[config.mk]
export PLATFORM = sky130hd
export DESIGN_NAME = stack_ext
export DESIGN_NICKNAME = d
export VERILOG_FILES = /design/src/rtl/stack_ext_pkg.sv /design/src/rtl/stack_ptr_ctrl.sv /design/src/rtl/stack_ext.sv
export SDC_FILE = /design/constraint.sdc
export NUM_CORES = 1
export LEC_CHECK = 0
export ABC_AREA = 1
export CAP_MARGIN = 40
export CELL_PAD_IN_SITES_DETAIL_PLACEMENT = 0
export CELL_PAD_IN_SITES_GLOBAL_PLACEMENT = 1
export CORE_UTILIZATION = 45
export CTS_CLUSTER_DIAMETER = 30
export DETAILED_ROUTE_END_ITERATION = 10
export HOLD_SLACK_MARGIN = 0.08
export PLACE_DENSITY_LB_ADDON = 0.1
export SKIP_CTS_REPAIR_TIMING = 1
export SYNTH_ARGS = -nofsm -noshare
export SYNTH_HDL_FRONTEND = slang
export SYNTH_HIERARCHICAL = 1
export SYNTH_SLANG_ARGS = --single-unit
[constraint.sdc]
create_clock -name clk -period 2.8 [get_ports clk]
set_input_delay 0.56 -clock clk [delete_from_list [all_inputs] [get_ports clk]]
set_output_delay 0.56 -clock clk [all_outputs]
set_load 0.03 [all_outputs]
[src/rtl/stack_ext_pkg.sv]
// Shared types for the nested-context LIFO (stack_ext) and its pointer controller.
`default_nettype none

package stack_ext_pkg;

    // Behaviour when a push arrives while the stack is already full
    typedef enum logic {
        STACK_SAT,
        STACK_WRAP
    } stack_mode_t;

endpackage

`default_nettype wire

[src/rtl/stack_ptr_ctrl.sv]
// Top pointer, occupancy count and sticky error flags for stack_ext.
// Pointer arithmetic is modulo StackDepth via explicit compares, so any depth works.
`default_nettype none

module stack_ptr_ctrl
    import stack_ext_pkg::*;
#(
    parameter int          StackDepth = 8,
    parameter stack_mode_t Mode       = STACK_SAT,
    localparam int         PtrWidth   = $clog2(StackDepth),
    localparam int         CntWidth   = $clog2(StackDepth + 1)
) (
    input  logic                clk,
    input  logic                rst_n,
    input  logic                push_i,
    input  logic                pop_i,
    input  logic                err_clr_i,
    output logic [PtrWidth-1:0] ptr_o,
    output logic                wr_en_o,
    output logic [PtrWidth-1:0] wr_ptr_o,
    output logic [CntWidth-1:0] count_o,
    output logic                full_o,
    output logic                empty_o,
    output logic                overflow_o,
    output logic                underflow_o
);

    localparam logic [PtrWidth-1:0] PtrMax  = PtrWidth'(StackDepth - 1);
    localparam logic [CntWidth-1:0] CntFull = CntWidth'(StackDepth);

    logic [PtrWidth-1:0] ptr_q, ptr_d, ptr_inc, ptr_dec;
    logic [CntWidth-1:0] cnt_q, cnt_d;
    logic                ovf_q, ovf_d, unf_q, unf_d;
    logic                full, empty;

    assign full    = (cnt_q == CntFull);
    assign empty   = (cnt_q == '0);
    assign ptr_inc = (ptr_q == PtrMax) ? '0 : ptr_q + PtrWidth'(1);
    assign ptr_dec = (ptr_q == '0) ? PtrMax : ptr_q - PtrWidth'(1);

    always_comb begin
        ptr_d   = ptr_q;
        cnt_d   = cnt_q;
        ovf_d   = err_clr_i ? 1'b0 : ovf_q;
        unf_d   = err_clr_i ? 1'b0 : unf_q;
        wr_en_o = 1'b0;
        // push+pop on an empty stack falls through to the plain-push branch
        if (push_i && pop_i && !empty) begin
            wr_en_o = 1'b1;
        end else if (push_i && !full) begin
            ptr_d   = ptr_inc;
            cnt_d   = cnt_q + CntWidth'(1);
            wr_en_o = 1'b1;
        end else if (push_i) begin
            ovf_d = 1'b1;
            if (Mode == STACK_WRAP) begin
                ptr_d   = ptr_inc;
                wr_en_o = 1'b1;
            end
        end else if (pop_i && !empty) begin
            ptr_d = ptr_dec;
            cnt_d = cnt_q - CntWidth'(1);
        end else if (pop_i) begin
            unf_d = 1'b1;
        end
    end

    always_ff @(posedge clk or negedge rst_n) begin
        if (!rst_n) begin
            ptr_q <= '0;
            cnt_q <= '0;
            ovf_q <= 1'b0;
            unf_q <= 1'b0;
        end else begin
            ptr_q <= ptr_d;
            cnt_q <= cnt_d;
            ovf_q <= ovf_d;
            unf_q <= unf_d;
        end
    end

    assign ptr_o       = ptr_q;
    assign wr_ptr_o    = ptr_d;
    assign count_o     = cnt_q;
    assign full_o      = full;
    assign empty_o     = empty;
    assign overflow_o  = ovf_q;
    assign underflow_o = unf_q;

endmodule

`default_nettype wire

[src/rtl/stack_ext.sv]
// Parametrised LIFO with count, flags, replace-top and SAT/WRAP full policy.
// Optional peek port enabled by `STACK_EXT_PEEK_EN.
`default_nettype none

module stack_ext
    import stack_ext_pkg::*;
#(
    parameter int          StackDepth = 8,
    parameter int          DataWidth  = 8,
    parameter stack_mode_t Mode       = STACK_SAT,
    localparam int         PtrWidth   = $clog2(StackDepth),
    localparam int         CntWidth   = $clog2(StackDepth + 1)
) (
    input  logic                 clk,
    input  logic                 reset,
    input  logic                 push,
    input  logic                 pop,
    input  logic [DataWidth-1:0] data_in,
    input  logic                 err_clr,
    output logic [DataWidth-1:0] data_out,
    output logic [CntWidth-1:0]  count,
    output logic                 full,
    output logic                 empty,
    output logic                 overflow,
    output logic                 underflow
`ifdef STACK_EXT_PEEK_EN
    ,
    input  logic [PtrWidth-1:0]  peek_idx,
    output logic [DataWidth-1:0] peek_data
`endif
);

    logic [DataWidth-1:0] mem_q [StackDepth];
    logic [PtrWidth-1:0]  ptr, wr_ptr;
    logic                 wr_en;

    stack_ptr_ctrl #(
        .StackDepth (StackDepth),
        .Mode       (Mode)
    ) u_ctrl (
        .clk         (clk),
        .rst_n       (reset),
        .push_i      (push),
        .pop_i       (pop),
        .err_clr_i   (err_clr),
        .ptr_o       (ptr),
        .wr_en_o     (wr_en),
        .wr_ptr_o    (wr_ptr),
        .count_o     (count),
        .full_o      (full),
        .empty_o     (empty),
        .overflow_o  (overflow),
        .underflow_o (underflow)
    );

    // Storage is deliberately not reset; writes are blocked while reset is held
    always_ff @(posedge clk) begin
        if (wr_en && reset) begin
            mem_q[wr_ptr] <= data_in;
        end
    end

    assign data_out = empty ? '0 : mem_q[ptr];

`ifdef STACK_EXT_PEEK_EN
    logic [PtrWidth-1:0] peek_addr;

    always_comb begin
        if (ptr >= peek_idx) begin
            peek_addr = ptr - peek_idx;
        end else begin
            peek_addr = PtrWidth'({1'b0, ptr} + (PtrWidth + 1)'(StackDepth) - {1'b0, peek_idx});
        end
    end

    assign peek_data = (CntWidth'(peek_idx) >= count) ? '0 : mem_q[peek_addr];
`endif

endmodule

`default_nettype wire

# Yosys cells after proc, flatten, opt, wreduce, memory -nomap -nowiden
# Memories as Yosys holds them, arrays and structs flattened.
# Index checks and enable logic that the tools add are counted.
# totals
reg_bits	9
wordCells	48
mem_count	1
ram_bits	64
inputBits	13
# mem_list
memory	words	width	read_ports	rd_ports_with_merged_regs	write_ports	line_no	rtl
mem_q	8	8	1	0	1	stack_ext.sv:33	logic [DataWidth-1:0] mem_q [StackDepth];
# classes
n_mux	24
reduce_logical	11
n_bitwise	1
add_sub_neg	4
n_eq_ne	3
# ops
op	n
$mux W3	6
$mux W1	14
$mux W4	3
$mux W8	1
$logic_and A1 B1 Y1	5
$add A4 B1 Y4 const B	1
$eq A4 B4 Y1 const B	1
$logic_not A4 Y1	1
$sub A4 B1 Y4 const B	1
$add A3 B1 Y3 const B	1
$eq A3 B3 Y1 const B	1
$logic_not A3 Y1	1
$reduce_and A3 Y1	1
$sub A3 B1 Y3 const B	1
$logic_not A1 Y1	2
$ne A2 B1 Y1 const B	1
$reduce_bool A2 Y1	1
$not A1 Y1	1

# Logic depth before layout (Yosys ltp)
# logic_depth
ltp_word	8
ltp_mapped	12

# Modules after synthesis
# The synthesis kept the hierarchy.
# modules_own_cells
module	seq_area_each_um2	cells_per_inst	instances	area_each_um2
stack_ext	1921.8	295	1	2895.3
stack_ptr_ctrl	225.2	81	1	689.4

# Least setup slack after synthesis
# Ideal clock, no wire load.
# synth_path
kind	register -> register
start	register u_ctrl.cnt_q[0] (netlist: u_ctrl/count_o[0])
end	memory mem_q[0][0] (enable)
setup_slack_ps	542
required_ps	2430
arrival_ps	1888
setup_time_ps	370
path_stages_with_launch	11
path_cell_list	dfrtp_1 -> nor2_4 -> nand2_2 -> nand2_4 -> nand2_4 -> nand2_4 -> inv_4 -> o21ai_2 -> inv_1 -> nand3b_1 -> nor2_1
# synth_between
word_cells_on_any_way	16
# synth_lines
item	line_no	rtl
start: declaration	stack_ptr_ctrl.sv:32	logic [CntWidth-1:0] cnt_q, cnt_d;
start signal: assignment	stack_ptr_ctrl.sv:76	cnt_q <= cnt_d;
$logic_not A4 Y1	stack_ptr_ctrl.sv:37	assign empty = (cnt_q == '0);
$logic_not A1 Y1	stack_ptr_ctrl.sv:48, stack_ptr_ctrl.sv:60	
$logic_and A1 B1 Y1	stack_ptr_ctrl.sv:60	end else if (pop_i && !empty) begin
$mux W3	stack_ptr_ctrl.sv:60	
$mux W3	stack_ptr_ctrl.sv:54	end else if (push_i) begin
$mux W3	stack_ptr_ctrl.sv:50	end else if (push_i && !full) begin
$mux W3 *	stack_ptr_ctrl.sv:48	if (push_i && pop_i && !empty) begin
via wr_ptr[0]	stack_ext.sv:34	logic [PtrWidth-1:0] ptr, wr_ptr;
end: declaration	stack_ext.sv:33	
# Mark *: on every way through the listed nets, which the timed path passes. The rest lies on a longest branch.

# Worst setup path in the final report
# layout_path
start	register u_ctrl.ptr_q[1] (netlist: u_ctrl/ptr_o[1])
end	output data_out[2]
# layout_between
elab_chain_cells	2
# layout_lines
item	line_no	rtl
start: declaration	stack_ptr_ctrl.sv:31	logic [PtrWidth-1:0] ptr_q, ptr_d, ptr_inc, ptr_dec;
start signal: assignment	stack_ptr_ctrl.sv:75	ptr_q <= ptr_d;
$mem_v2 Z8 W8	-	
$mux W8	stack_ext.sv:63	assign data_out = empty ? '0 : mem_q[ptr];
end: declaration	stack_ext.sv:20	output logic [DataWidth-1:0] data_out,
# No other way between the ends.

==> flow_summary.json <==
{
  "synth_area_um2": 3585,
  "cp_slowest_stage_delay_ns": 0.49,
  "final_max_slew_viol_count": 0,
  "leakage_nw": 1.971,
  "cts_max_path_buffers": 2,
  "dieArea_um2": 8327,
  "vdd.ir_drop.worst_mv": 0.5471,
  "layout_min_cycle_time_ns": 2.520,
  "synth_edf_count": 64,
  "final_hold_fails": 0,
  "gp_congestion": 0.7636,
  "netlist_cell_types": 28,
  "netlist.area_leader.share_pct": 53.61,
  "routed_wire_length_per_instance_um": 13.94,
  "crit_path_cell_trace": "buf_4 -> inv_2 -> nand3_1 -> nand3_1 -> nand2_1 -> nor2_1 -> buf_4",
  "viasPerCell": 4.625,
  "detailed_place_hpwl_mm": 4.972,
  "worst_ep_arrival_ns": 1.96,
  "postRouteAntennaNets": 0,
  "setup.worst_path.end_class": "primary output",
  "layout.area.seq_um2": 2147,
  "postLayoutSetupSlackWorst_ns": 0.2801,
  "port-buffer-count": 28,
  "routed_wl_mm": 7.360,
  "max_capacitance_violation_count": 0,
  "htree_levels": 3,
  "crit_type": "reg -> out",
  "post-synth-top-area-cell": "sky130_fd_sc_hd__edfxtp_1",
  "status": "completed",
  "grt_pass1_wl_mm": 12.42,
  "mappedNetlistNets": 396,
  "largest_net_degree_at_the_start_of_global_routing": 33,
  "crit_path_end": "data_out[2]",
  "finalSetupViolations": 0,
  "yosysWarningCount": 6,
  "grtUsageTotal_pct": 19.92,
  "achievable_clock_frequency_mhz": 396.8,
  "die_height_um": 91.25,
  "netlist_instances": 376,
  "fp.coreArea_um2": 7727,
  "timing.setup.tns_ns": 0,
  "r2r_start": "u_ctrl/ptr_o[1]$_DFF_PN0_",
  "critical_path_peak_fanout": 16,
  "post-route-util_pct": 54.11,
  "tightest_slew_ns": 0.5728,
  "antennaDiodeCount": 0,
  "crit_path_start_kind": "register",
  "cp.required_ns": 2.24,
  "vias": 2442,
  "die_width_um": 91.25,
  "detailedPlace.worstSlack_ns": 0.1478,
  "drc": 0,
  "multi_input_area_um2": 1031,
  "clock-root-buffer": "sky130_fd_sc_hd__clkbuf_8",
  "clk-insertion-delay-late_ns": 0.34,
  "drive_above_1_share_pct": 12.91,
  "detailedRoute.firstPassIterationCount": 4,
  "r2r.worst_path.cells": 12,
  "ys_dominant_reg_cell": "sky130_fd_sc_hd__edfxtp_1",
  "ys_ff_latch": 73,
  "fillCellCount": 692,
  "cts_tree": "built",
  "cts.reportedPaths.clkPinSlew_ns": 0.08,
  "cts_sinks": 73,
  "fin_nets": 441,
  "timing.rr.end": "mem_q[2][4]$_DFFE_PP_",
  "initial_core_util_pct": 46.39,
  "io-pin-count": 29,
  "first_global_vias": 2530,
  "layout.cells.most_common": "sky130_fd_sc_hd__nand2_1",
  "rows": 32,
  "asyncSetResetFlopFracSynth_pct": 12.33,
  "crit_path_top_delay_cell": "sky130_fd_sc_hd__dfrtp_1",
  "slew_headroom_pct": 61.76,
  "critical_path.startpoint": "u_ctrl/ptr_o[1]$_DFF_PN0_",
  "clock-skew-final_ns": 0.007233,
  "power_density_relative_to_cell_area_nw_per_um2": 1034,
  "regToRegSetupSlack_ns": 0.42,
  "number_of_violations_reported_at_the_end_of_detailed_routing_iteration_0": 96,
  "hold_path.class": "reg -> reg",
  "seq_area_frac_synth_pct": 59.90,
  "grt_remaining_overflow": 0,
  "cts_buffers": 9,
  "grt_antenna_before_repair": 0,
  "post_synth.cell_area_avg_um2": 9.534,
  "post-route-period-util_pct": 90.00,
  "area_delta_synth_final_pct": 16.65,
  "layout.cells.most_common_list": "102 x sky130_fd_sc_hd__nand2_1, 79 x sky130_fd_sc_hd__inv_1, 64 x sky130_fd_sc_hd__edfxtp_1, 48 x sky130_fd_sc_hd__nand3_1, 28 x sky130_fd_sc_hd__nor2_1",
  "grt_setup_unrepaired": "false",
  "synth_top_cells_by_area": "sky130_fd_sc_hd__edfxtp_1 54%, sky130_fd_sc_hd__nand2_1 11%, sky130_fd_sc_hd__inv_1 8.3%, sky130_fd_sc_hd__nand3_1 6.7%, sky130_fd_sc_hd__dfrtp_1 6.3%"
}
cell families (layout without fill, tap and decap cells):
logic type / after synthesis / count (layout) / synth area share (%)
AOI/OAI and AO/OA: 9 / 9 / 1.710
xor gates and xnor gates: 2 / 2 / 0.4887
adders and majority gates: 7 / 7 / 2.653
buffers and inverters: 94 / 144 / 11.34
DFF: 73 / 73 / 59.90
and+or+nand+nor: 191 / 191 / 23.91
registers in the layout (all words and copies together) (netlist names):
signal / cells
mem_q: 64
u_ctrl/count_o: 4
u_ctrl/overflow_o: 1
u_ctrl/ptr_o: 3
u_ctrl/underflow_o: 1
metrics by stage:
stage          power, W  hold slack [ns]  instances  area, um^2
2_1_floorplan  0.003021           0.2644        376        3585
3_3_place_gp   0.003663           0.4709        512        4011
3_5_place_dp   0.003643           0.4786        512        4011
4_1_cts        0.004373           0.4992        528        4182
5_1_grt        0.004673           0.5528        528        4182
6_report       0.004325           0.4968        528        4182
synth_stat cells, drive strengths merged, types with 2 or more instances:
cell,instances
edfxtp,64
dfrtp,9
nor2,31
xnor2,2
o21ai,4
nand3,49
ha,6
nand2,108
o211ai,2
buf,11
inv,82
per-layer routing:
layer / part of all wire [%] / up-vias / routed length [um] / track usage (%)
li1: - / 1267 / - / -
met1: 47 / 1114 / 3431 / 25.64
met3: 4.8 / 8 / 350 / 5.109
met4: 1.1 / 0 / 79 / 5.688
met2: 48 / 53 / 3498 / 33.33
met5: 0 / - / 0 / 0
power breakdown:
part / total (W) / internal (W) / switching [W] / leakage [nW]
sequential: 0.00147 / 0.00136 / 0.000113 / 0.689
combinational: 0.00212 / 0.000747 / 0.00138 / 1.20
clock: 0.000728 / 0.000325 / 0.000403 / 0.0831
worst min path at each step:
stage	from	to	cells after the start
after floorplan	reset	u_ctrl/count_o[0]$_DFFE_PN0P_	0
after global routing	u_ctrl/overflow_o$_DFF_PN0_	u_ctrl/overflow_o$_DFF_PN0_	2
final	u_ctrl/overflow_o$_DFF_PN0_	u_ctrl/overflow_o$_DFF_PN0_	2
after global placement	u_ctrl/overflow_o$_DFF_PN0_	u_ctrl/overflow_o$_DFF_PN0_	2
after CTS	u_ctrl/overflow_o$_DFF_PN0_	u_ctrl/overflow_o$_DFF_PN0_	2
after detailed placement	u_ctrl/overflow_o$_DFF_PN0_	u_ctrl/overflow_o$_DFF_PN0_	2
worst max-delay path, delay by kind of cell (launching register included):
family	cells	cell delay [ns]
DFF	1	0.49
and+or+nand+nor	4	0.43
buffers and inverters	3	0.71
final cells by class:
class / count / share of cell area [%]
Multi-Input combinational cell: 209 / 24.66
Tap cell: 102 / 3.052
Clock buffer: 10 / 3.052
Sequential cell: 73 / 51.35
Clock inverter: 6 / 1.017
Inverter: 82 / 7.421
Timing Repair Buffer: 46 / 9.455
No activity file was read; power rests on OpenSTA's default activity.
